[src/rtl/load_pacer.sv]
// load_pacer: one-word buffer that releases data on a programmable tick with a nonzero sequence number
module load_pacer #(
  parameter int WIDTH = 8
) (
  input  logic             clk,
  input  logic             reset,
  input  logic             start,
  input  logic             stop,
  input  logic [5:0]       period,
  input  logic [WIDTH-1:0] din,
  input  logic             din_valid,
  output logic             din_ready,
  output logic [5:0]       count,
  output logic [WIDTH-1:0] d,
  output logic             busy,
  output logic             underrun
);
  localparam logic [0:0] IDLE = 1'b0;
  localparam logic [0:0] RUN  = 1'b1;
  logic [0:0]       state;
  logic [5:0]       timer;
  logic [5:0]       seq;
  logic             buf_full;
  logic [WIDTH-1:0] buf_q;
  logic             due;
  logic             rel;
  assign due       = state == RUN && timer == 6'd0;
  assign rel       = due && buf_full;
  assign din_ready = !buf_full;
  assign busy      = state == RUN;
  // Single-entry buffer: fills on handshake, drains only on release
  always_ff @(posedge clk or negedge reset)
    if (!reset) begin
      buf_full <= 1'b0;
      buf_q    <= '0;
    end else if (din_valid && din_ready) begin
      buf_full <= 1'b1;
      buf_q    <= din;
    end else if (rel) begin
      buf_full <= 1'b0;
    end
  // Registered outputs: count pulses the sequence number only on release, d holds between releases
  always_ff @(posedge clk or negedge reset)
    if (!reset) begin
      count    <= '0;
      d        <= '0;
      underrun <= 1'b0;
    end else begin
      count    <= rel ? seq : 6'd0;
      underrun <= due && !buf_full;
      if (rel) d <= buf_q;
    end
  // Run/idle control with tick timer and wrapping sequence number that never hits zero
  always_ff @(posedge clk or negedge reset)
    if (!reset) begin
      state <= IDLE;
      timer <= '0;
      seq   <= 6'd1;
    end else if (state == IDLE) begin
      if (start) begin
        state <= RUN;
        timer <= period;
        seq   <= 6'd1;
      end
    end else begin
      if (stop) state <= IDLE;
      if (rel) begin
        timer <= period;
        seq   <= seq == 6'd63 ? 6'd1 : 6'(seq + 6'd1);
      end else if (timer != 6'd0) begin
        timer <= 6'(timer - 6'd1);
      end
    end
endmodule

[config.mk]
export PLATFORM = sky130hd
export DESIGN_NAME = load_pacer
export DESIGN_NICKNAME = d
export VERILOG_FILES = /design/src/rtl/load_pacer.sv
export SDC_FILE = /design/constraint.sdc
export NUM_CORES = 1
export LEC_CHECK = 0
export ABC_AREA = 0
export CELL_PAD_IN_SITES_DETAIL_PLACEMENT = 1
export CELL_PAD_IN_SITES_GLOBAL_PLACEMENT = 1
export CORE_MARGIN = 8
export CORE_UTILIZATION = 40
export CTS_CLUSTER_DIAMETER = 50
export DETAILED_ROUTE_END_ITERATION = 8
export PLACE_DENSITY_LB_ADDON = 0.1
export SYNTH_ARGS = -nofsm -noshare
export SYNTH_HDL_FRONTEND = slang
export SYNTH_SLANG_ARGS = --single-unit
[constraint.sdc]
create_clock -name clk -period 5.3 [get_ports clk]
set_clock_uncertainty 0.15 [all_clocks]
set_input_delay 0.53 -clock clk [delete_from_list [all_inputs] [get_ports clk]]
set_output_delay 0.53 -clock clk [all_outputs]
set_load 0.01 [all_outputs]
==> reports/results.ini, run 1 <==
[yosys]
yosys-top-cells-area = dfrtp_1 53%, nand2_1 6.6%, mux2_2 5.3%
async_flop_share_pct = 100
muxShareOfSynthArea_pct = 6.44
synth_top_family_by_area = simple AND/OR/NAND/NOR gates
syn_avg_cell_area_um2 = 10.6
yosys_most_used_dff = dfrtp_1
syn_area_um2 = 1710
synth_adder_area_share_pct = 2.20
synth_cells = 162
synth_seq_cells = 37
synth_most_common_cell = dfrtp_1
ys_seq_area_share_pct = 54.2
synth_top_area_share_pct = 52.7
yosysUniqueCellTypes = 41
ys_top_cells_by_count = 36 x dfrtp_1, 30 x nand2_1, 10 x nor2_1, 8 x and3_1, 8 x mux2_2
synth_edf_count = 0
synth_compound_area_share_pct = 13.0
synth_xor_area_share_pct = 0
yosys.area.top_type = dfrtp_1
synth_warnings = 0
synthesis.nets = 184
synth_simple_gate_area_share_pct = 21.2

[global_route]
grt_start_max_net_pins = 38
grt_antenna_before_repair = 0
gr-usage-all-layers_pct = 14.2
grt_pass1_vias = 1525
grt-ovfl-total = 0
grt_pass1_wl_mm = 7.22

[worst_setup_path]
cp_slowest_cell = dfrtp_1
setup.worst_path.end = busy
r2r_cells = 4
r2r_end = timer[5]
crit_path_cell_trace = clkdlybuf4s50_1
cp-end-kind = primary output
worst-path-buf-inv = 1
reg2reg_slack_ps = 3030
cp.depth = 1
crit_path_max_incr_delay_ps = 730
crit_fanout = 16
reg2reg_from = timer[4]
startpoint_type = register
crit_type = reg2out
cp_top_family = flip-flops
arrival_ps = 1690
cp-startpoint = busy
cp.required_ps = 4620

[clocking]
post_cts_buffers = 0
cts_root_buf = clkbuf_8
cts_tree = built
cts_made_buffers = 5
path_clk_slew_ps = 80
clock_sinks = 37
cts-resized-gates = 0
clock_latency_ps = 290
htreeDepth = 2
clockBufferDepth = 2
hold_buffers = 0

[power]
powerDensity_nw_per_um2 = 441
sw_frac_of_total_pct = 31.3
power_switching_uw = 304
combPwrFrac_pct = 28.1
internal_power_uw = 669
peakVddDrop_v = 0.000209
seq_power_share_pct = 45.9
leakage_uw = 0.00102
clkPwrFrac_pct = 26.0

[sta]
setup_viol = 0
tns_ps = 0
rsz0062_at_grt = false
fin_crit_ps = 2370
finalCritPeriodShare_pct = 44.7
max_freq_ghz = 0.422
finalHoldViolations = 0
final_max_slew_viol_count = 0
slew_headroom_pct = 44.9
worst_slew_pin_slew_ps = 826

[place]
post-dp-hpwl_mm = 3.23
dp_cells = 242
place_congestion = 0.750
port_buffers = 35

[hold_path]
hp-class = in2async

[final_layout]
syn_to_final_growth_pct = 29.1
final_cells = 250
fin_nets = 221
nFillCells = 459
drive_gt1_share_pct = 13.0
insertedDiodeCount = 0

[routing]
post_drt_wl_per_cell_um = 17.6
finalWirelength_mm = 4.41
ant_nets = 0
drtIter0Drc = 77
vias = 1352
drc = 0
dr.pass1.iters = 4
routed_via_density = 5.41

[floorplanning]
die-area_um2 = 6620
initial_core_util_pct = 42.1
core_area_um2 = 4060
fp.dieH_um = 81.4
num_io_pins = 36
die_w_um = 81.4
fp-row-count = 23

[job]
maxCapViolCount = 0

[outcome]
status = completed

==> worst min-delay path by stage <==
stage,from,to,cells past startpoint
6_report,reset,seq[3],1
5_1_grt,reset,seq[3],1
4_1_cts,reset,seq[3],1
3_5_place_dp,buf_q[4],d[4],2
3_3_place_gp,buf_q[3],d[3],2
2_1_floorplan,reset,buf_full,0
==> sequential cells by signal, indices dropped and copies added, names as in the netlist <==
signal    cells
buf_full      1
buf_q         8
busy          1
count         6
d             8
seq           6
timer         6
underrun      1
==> layer usage <==
metal  part of all wire [%]  track usage (%)
met5                      0                0
met4                    1.5             5.36
met3                    5.4             4.53
met1                     42             15.9
met2                     51             24.5
==> cell usage in the layout (no fill, tap or decap), drive strengths merged, types with 2 or more instances in the layout <==
| master | netlist | layout |
|---|---|---|
| nand2 | 31 | 31 |
| nor3b | 2 | 2 |
| ha | 3 | 3 |
| nand3 | 7 | 7 |
| a2bb2oi | 4 | 4 |
| clkbuf | 0 | 7 |
| nor3 | 2 | 2 |
| nor2 | 11 | 11 |
| mux2i | 2 | 2 |
| mux2 | 8 | 8 |
| dfrtp | 36 | 36 |
| clkdlybuf4s50 | 0 | 34 |
| a21oi | 6 | 6 |
| a22o | 3 | 3 |
| o21ai | 9 | 9 |
| o22ai | 3 | 3 |
| inv | 6 | 6 |
| and3 | 8 | 8 |
==> logic make-up (layout without fill, tap and decap cells) <==
family          after synthesis  in the layout
simple gates                 70             70
mux                          10             10
buf+inv                      11             49
fa+ha+maj                     3              3
compound gates               31             31
flops                        37             37
==> power by group through the flow <==
| stage | Combinational (uW) | Sequential, uW | Clock (uW) |
|---|---|---|---|
| after CTS | 279 | 447 | 259 |
| after floorplan | 162 | 438 | 0 |
| final | 274 | 446 | 253 |
| after detailed placement | 276 | 451 | 0 |
| after global placement | 259 | 441 | 0 |
| after global routing | 301 | 459 | 270 |
==> cell type report <==
cell class | count | area (um2) | area share, %
Timing Repair Buffer | 35 | 345 | 15.7
Clock buffer | 7 | 86.3 | 3.91
Sequential cell | 37 | 927 | 42.0
Tap cell | 50 | 62.6 | 2.84
Inverter | 6 | 22.5 | 1.02
Clock inverter | 1 | 30.0 | 1.36
Multi-Input combinational cell | 114 | 732 | 33.2
==> per-stage QoR <==
step | instance area, um2 | hold slack (ps) | setup slack [ps] | power (uW) | utilization [%]
after floorplan | 1710 | 84.4 | 3610 | 600 | -
after global placement | 2090 | 295 | 3260 | 700 | 51.5
after detailed placement | 2090 | 311 | 3140 | 727 | 51.5
after CTS | 2210 | 212 | 2930 | 985 | 54.4
after global routing | 2210 | 247 | 2870 | 1030 | 54.4
final | 2210 | 180 | 2930 | 973 | 54.4
(Power assumes the default switching activity.)
==> run 2, diff against run 1 <==
--- a/config.mk
+++ b/config.mk
@@ -9,7 +9,7 @@
 export CELL_PAD_IN_SITES_DETAIL_PLACEMENT = 1
 export CELL_PAD_IN_SITES_GLOBAL_PLACEMENT = 1
 export CORE_MARGIN = 8
-export CORE_UTILIZATION = 40
+export CORE_UTILIZATION = 39
 export CTS_CLUSTER_DIAMETER = 50
 export DETAILED_ROUTE_END_ITERATION = 8
 export PLACE_DENSITY_LB_ADDON = 0.1
==> constraint.sdc (replaced) <==
create_clock -name clk -period 2.5 [get_ports clk]
set_clock_uncertainty 0.15 [all_clocks]
set_input_delay 0.25 -clock clk [delete_from_list [all_inputs] [get_ports clk]]
set_output_delay 0.25 -clock clk [all_outputs]
set_load 0.01 [all_outputs]
==> run 2 against run 1 <==
  * Clock-buffer cell count stayed put
  * Flip-flop and latch count stayed put
  * Worst hold slack better by 140 ps
  * Via count is 0.52% lower
  * Sequential share of layout area is 0.66 points lower
  * Routed wire length is 3.9% lower
  * Final cell count is 2.4% higher
  * Critical path depth is 1 higher
  * Critical path type unchanged
  * Critical endpoint unchanged
  * Highest routed layer unchanged
==> reports/results.ini, run 2 (synthesized netlist as in run 1, its figures left out) <==
[outcome]
status = completed

[job]
maxCapViolCount = 0  ; unchanged

[worst_setup_path]
cp_slowest_cell = clkdlybuf4s50_1
reg2reg_slack_ps = 580  ; -2450 ps
crit_path_cell_trace = buf_4 -> clkdlybuf4s50_1
crit_fanout = 9  ; -7
arrival_ps = 1600  ; -90 ps
crit_type = reg2out
cp_top_family = buffers and inverters
crit_path_max_incr_delay_ps = 550  ; -180 ps
cp-end-kind = primary output
cp.required_ps = 2100  ; -2520 ps
worst-path-buf-inv = 2  ; +1
startpoint_type = register

[routing]
post_drt_wl_per_cell_um = 16.6  ; -6.2%
drtIter0Drc = 65  ; -16%
finalWirelength_mm = 4.24  ; -3.9%
drc = 0  ; unchanged
vias = 1345  ; -0.52%
dr.pass1.iters = 2  ; -2
ant_nets = 0  ; unchanged
routed_via_density = 5.25  ; -2.8%

[place]
dp_cells = 247  ; +2.1%
port_buffers = 35  ; unchanged
place_congestion = 0.778  ; +3.6%
post-dp-hpwl_mm = 3.13  ; -3.0%
dpl_cell_area_um2 = 2110  ; +1.2%

[clocking]
clockBufferDepth = 2  ; unchanged
cts_made_buffers = 5  ; unchanged
htreeDepth = 2  ; unchanged
path_clk_slew_ps = 70  ; about the same
cts-resized-gates = 0  ; unchanged
clock_latency_ps = 290  ; about the same
cts_root_buf = clkbuf_8
clock_sinks = 37  ; unchanged
cts_tree = built

[final_layout]
final_cell_mix = 36 x dfrtp_1, 34 x clkdlybuf4s50_1, 30 x nand2_1, 10 x nor2_1
final_cells = 256  ; +2.4%
fin_nets = 225  ; +1.8%
final_common_cell = dfrtp_1
syn_to_final_growth_pct = 31.1
insertedDiodeCount = 0  ; unchanged
largestRegisters = buf_q (8), d (8)
postLayoutCellArea_um2 = 2240  ; +1.6%
nFillCells = 483  ; +5.2%
drive_gt1_share_pct = 14.2  ; +1.2 points

[floorplanning]
num_io_pins = 36  ; unchanged
die_w_um = 82.2  ; +1.0%
fp-row-count = 24  ; +4.3%
die-area_um2 = 6760  ; +2.1%
initial_core_util_pct = 39.8  ; -2.3 points
core_area_um2 = 4290  ; +5.8%
fp.dieH_um = 82.2  ; +1.0%

[global_route]
grt_antenna_before_repair = 0  ; unchanged
grt_use_met1_pct = 16.2  ; +0.29 points
grt_busiest_layer = met2
grt.met3_usage_pct = 3.25  ; -1.3 points
grt_pass1_wl_mm = 7.18  ; -0.58%
gr-usage-all-layers_pct = 13.9  ; -0.30 points
grt-ovfl-total = 0  ; unchanged
grt_start_max_net_pins = 38  ; unchanged
grt_pass1_vias = 1497  ; -1.8%
use_met2_pct = 23.6  ; -0.85 points

[sta]
final_max_slew_viol_count = 0  ; unchanged
slew_headroom_pct = 43.1  ; -1.9 points
worst_slew_pin_slew_ps = 854  ; +28.2 ps
tns_ps = 0  ; unchanged
setup_viol = 0  ; unchanged
fin_crit_ps = 2000
max_freq_ghz = 0.500
finalCritPeriodShare_pct = 80.1
whs_ps = 319  ; +139 ps
rsz0062_at_grt = false
finalHoldViolations = 0  ; unchanged

[hold_path]
hp-class = reg2reg

[power]
powerDensity_nw_per_um2 = 920  ; +110%
leakage_uw = 0.00104  ; +1.9%
finalPower_uw = 2060  ; +110%
peakVddDrop_v = 0.000357  ; +71%

## run 2: cell count changes in the layout (fill, tap and decap cells not counted)
cell,delta
buf_4,+3
dlygate4sd3_1,+1
## run 2: path summary, 6_finish.rpt
kind	from	endpoint	depth (start not counted)
max	busy	busy	2
min	buf_q[5]	d[5]	2
max reg2reg	timer[0]	seq[3]	6
min reg2reg	buf_q[5]	d[5]	2
max in group asynchronous	reset	buf_q[5]	2
min in group asynchronous	reset	timer[2]	2
## run 2: layout make-up
class / count / area, um2 / area share [%]
well taps: 52 / 65.1 / 2.90
clock buffers: 7 / 86.3 / 3.85
inverters: 6 / 22.5 / 1.01
multi-input cells: 114 / 732 / 32.7
repair buffers: 39 / 378 / 16.9
clock inverters: 1 / 30.0 / 1.34
flip-flops and latches: 37 / 927 / 41.4
## run 2: per-layer routing
layer	share of wire [%]	wire, um
met5	0	0
met4	1.4	60
met3	5.0	212
met2	50	2130
met1	43	1840
## run 2: timing repair
item / CTS / global route
buffers inserted: 0 / 0
hold buffers: 1 / 0
hold endpoints to repair: 36 / 0
## run 2: tightest hold or removal path, stage by stage (launching register included)
cell and delay, ps:
dfrtp_1 340, nand2_1 50, nand2_1 50
## run 2: metrics by stage
stage                     utilization [%]  worst slack, ps
after floorplan                         -              811
after CTS                            52.2              476
after global routing                 52.2              392
after detailed placement             49.2              583
final                                52.2              498
after global placement               49.2              705
## run 2: where the power goes
group / internal [uW] / switching (uW)
Sequential: 780 / 157
Clock: 325 / 207
Combinational: 326 / 266
==> run 3, diff against run 2 <==
--- a/config.mk
+++ b/config.mk
@@ -9,7 +9,7 @@
 export CELL_PAD_IN_SITES_DETAIL_PLACEMENT = 1
 export CELL_PAD_IN_SITES_GLOBAL_PLACEMENT = 1
 export CORE_MARGIN = 8
-export CORE_UTILIZATION = 39
+export CORE_UTILIZATION = 35
 export CTS_CLUSTER_DIAMETER = 50
 export DETAILED_ROUTE_END_ITERATION = 8
 export PLACE_DENSITY_LB_ADDON = 0.1
==> constraint.sdc (replaced) <==
create_clock -name clk -period 1.8 [get_ports clk]
set_clock_uncertainty 0.15 [all_clocks]
set_input_delay 0.18 -clock clk [delete_from_list [all_inputs] [get_ports clk]]
set_output_delay 0.18 -clock clk [all_outputs]
set_load 0.01 [all_outputs]
==> run 3 against run 2 <==
  * Die area rose by 9.2%
  * Combinational power up 60%
  * Routed wire length grew 4.0%
  * Register-to-register slack worse by 480 ps
  * Critical path type is now reg2reg
==> reports/results.ini, run 3 (synthesized netlist as in run 1, its figures left out) <==
[worst_setup_path]
crit_path_cell_trace = inv_1 -> ha_2 -> nand4bb_4 -> o21ai_4 -> o21ai_1 -> a22o_1
arrival_ps = 1740  ; +140 ps
reg2reg_slack_ps = 100  ; -480 ps
crit_path_max_incr_delay_ps = 390  ; -160 ps
crit_type = reg2reg
worst-path-buf-inv = 1  ; -1
reg2reg_from = timer[1]
cp-end-kind = register
cp_top_family = compound AO/OA/AOI/OAI gates
r2r_cells = 6  ; unchanged
r2r_end = seq[5]
startpoint_type = register
crit_fanout = 4  ; -5
cp.required_ps = 1840  ; -260 ps
cp_slowest_cell = dfrtp_1

[clocking]
clock_sinks = 37  ; unchanged
htreeDepth = 2  ; unchanged
clock_latency_ps = 300  ; about the same
path_clk_slew_ps = 80  ; about the same
cts_root_buf = clkbuf_8
clockBufferDepth = 2  ; unchanged
cts_tree = built
cts_made_buffers = 5  ; unchanged

[floorplanning]
die-area_um2 = 7380  ; +9.2%
core_area_um2 = 4720  ; +10%
num_io_pins = 36  ; unchanged
initial_core_util_pct = 36.2  ; -3.6 points
die_w_um = 85.9  ; +4.5%
fp.dieH_um = 85.9  ; +4.5%
fp-row-count = 25  ; +4.2%

[final_layout]
syn_to_final_growth_pct = 38.1
final_common_cell = dfrtp_1
postLayoutCellArea_um2 = 2360  ; +5.3%
largestRegisters = buf_q (8), d (8)
fin_nets = 237  ; +5.3%
final_cell_mix = 35 x dfrtp_1, 33 x clkdlybuf4s50_1, 30 x nand2_1, 15 x buf_4, 10 x nor2_1
fin_util_pct = 50.0  ; -2.2 points
insertedDiodeCount = 0  ; unchanged
drive_gt1_share_pct = 21.3  ; +7.1 points

[sta]
rsz0062_at_grt = false
fin_ws_ps = 96.0  ; -402 ps
max_freq_ghz = 0.587
finalCritPeriodShare_pct = 94.7
slew_headroom_pct = 67.9  ; +25 points
worst_slew_pin_slew_ps = 481  ; -373 ps
fin_crit_ps = 1700
setup_viol = 0  ; unchanged
finalHoldViolations = 0  ; unchanged
tns_ps = 0  ; unchanged
final_max_slew_viol_count = 0  ; unchanged

[place]
post-dp-hpwl_mm = 3.27  ; +4.3%
place_congestion = 0.756  ; -2.8%
dpl_cell_area_um2 = 2210  ; +4.4%
port_buffers = 35  ; unchanged
preCtsSetupSlack_ps = 19.0  ; -564 ps

[job]
maxCapViolCount = 0  ; unchanged

[global_route]
grt_antenna_before_repair = 0  ; unchanged
gr-usage-all-layers_pct = 12.9  ; -1.0 points
grt_start_max_net_pins = 38  ; unchanged
grt_pass1_vias = 1538  ; +2.7%
grt_pass1_wl_mm = 7.47  ; +3.9%
grt-ovfl-total = 0  ; unchanged

[routing]
dr.pass1.iters = 3  ; +1
ant_nets = 0  ; unchanged
drtIter0Drc = 90  ; +38%
drc = 0  ; unchanged
finalWirelength_mm = 4.41  ; +4.0%
vias = 1385  ; +3.0%
routed_via_density = 4.89  ; -6.9%
post_drt_wl_per_cell_um = 15.6  ; -6.0%

[power]
internal_power_uw = 1880  ; +31%
finalPower_uw = 2810  ; +36%
power_switching_uw = 927  ; +47%
peakVddDrop_v = 0.000507  ; +42%
clkPwrFrac_pct = 20.8  ; -5.0 points
combPwrFrac_pct = 33.8  ; +5.1 points
leakage_uw = 0.00110  ; +5.8%
powerDensity_nw_per_um2 = 1190  ; +29%
seq_power_share_pct = 45.4  ; about the same
sw_frac_of_total_pct = 33.0  ; +2.5 points

[hold_path]
hold-path-endpoint = busy
hp-class = in2reg
min_from = stop
hold-path-cell-count = 2  ; unchanged

[outcome]
status = completed

run 3: per-layer routing:
metal	wire [um]	vias to the layer above	part of all wire (%)	track usage (%)
met1	1870	678	42	13.9
met3	241	7	5.5	4.68
met2	2220	26	50	22.0
li1	-	674	-	-
met5	0	-	0	0
met4	73	0	1.7	5.73
run 3: worst reg2reg max path, stage by stage, from the launching register on:
cell and delay [ps]:
dfrtp_1 390, inv_1 90, ha_2 230, nand4bb_4 180
o21ai_4 210, o21ai_1 100, a22o_1 240
run 3: worst max-delay path by stage:
stage,startpoint,endpoint,cells past startpoint
finish,timer[1],seq[5],6
global route,timer[1],seq[5],6
CTS,timer[0],timer[4],6
detailed placement,timer[0],timer[4],6
global placement,timer[0],seq[4],5
floorplan,timer[0],seq[3],7
run 3: power groups by stage:
stage / registers [uW] / logic, uW / clock network, uW
detailed placement: 1300 / 909 / 0
floorplan: 1290 / 477 / 0
global placement: 1270 / 870 / 0
finish: 1280 / 949 / 584
global route: 1320 / 1040 / 647
CTS: 1280 / 915 / 604
run 3: what timing repair did:
item                                    CTS  global route
hold buffers                              1             0
gates cloned                              0             0
pin swaps                                 0             1
gates resized for setup                   1             8
endpoints found under the setup margin    1            19
endpoints found under the hold margin    36             0
setup buffers                             0             2
run 3: layout make-up:
cell class | count | area, um2
fill | 526 | 2360
sequential | 37 | 928
multi-input combinational | 114 | 768
timing repair buffer | 51 | 470
tap | 67 | 83.8
clock buffer | 5 | 68.8
inverter | 6 | 22.5
clock inverter | 3 | 17.5
run 3: stage by stage:
step | cells | hold slack, ps
3_5_place_dp | 272 | 112
5_1_grt | 283 | 284
3_3_place_gp | 272 | 95.3
4_1_cts | 281 | 293
6_report | 283 | 287
2_1_floorplan | 162 | -266
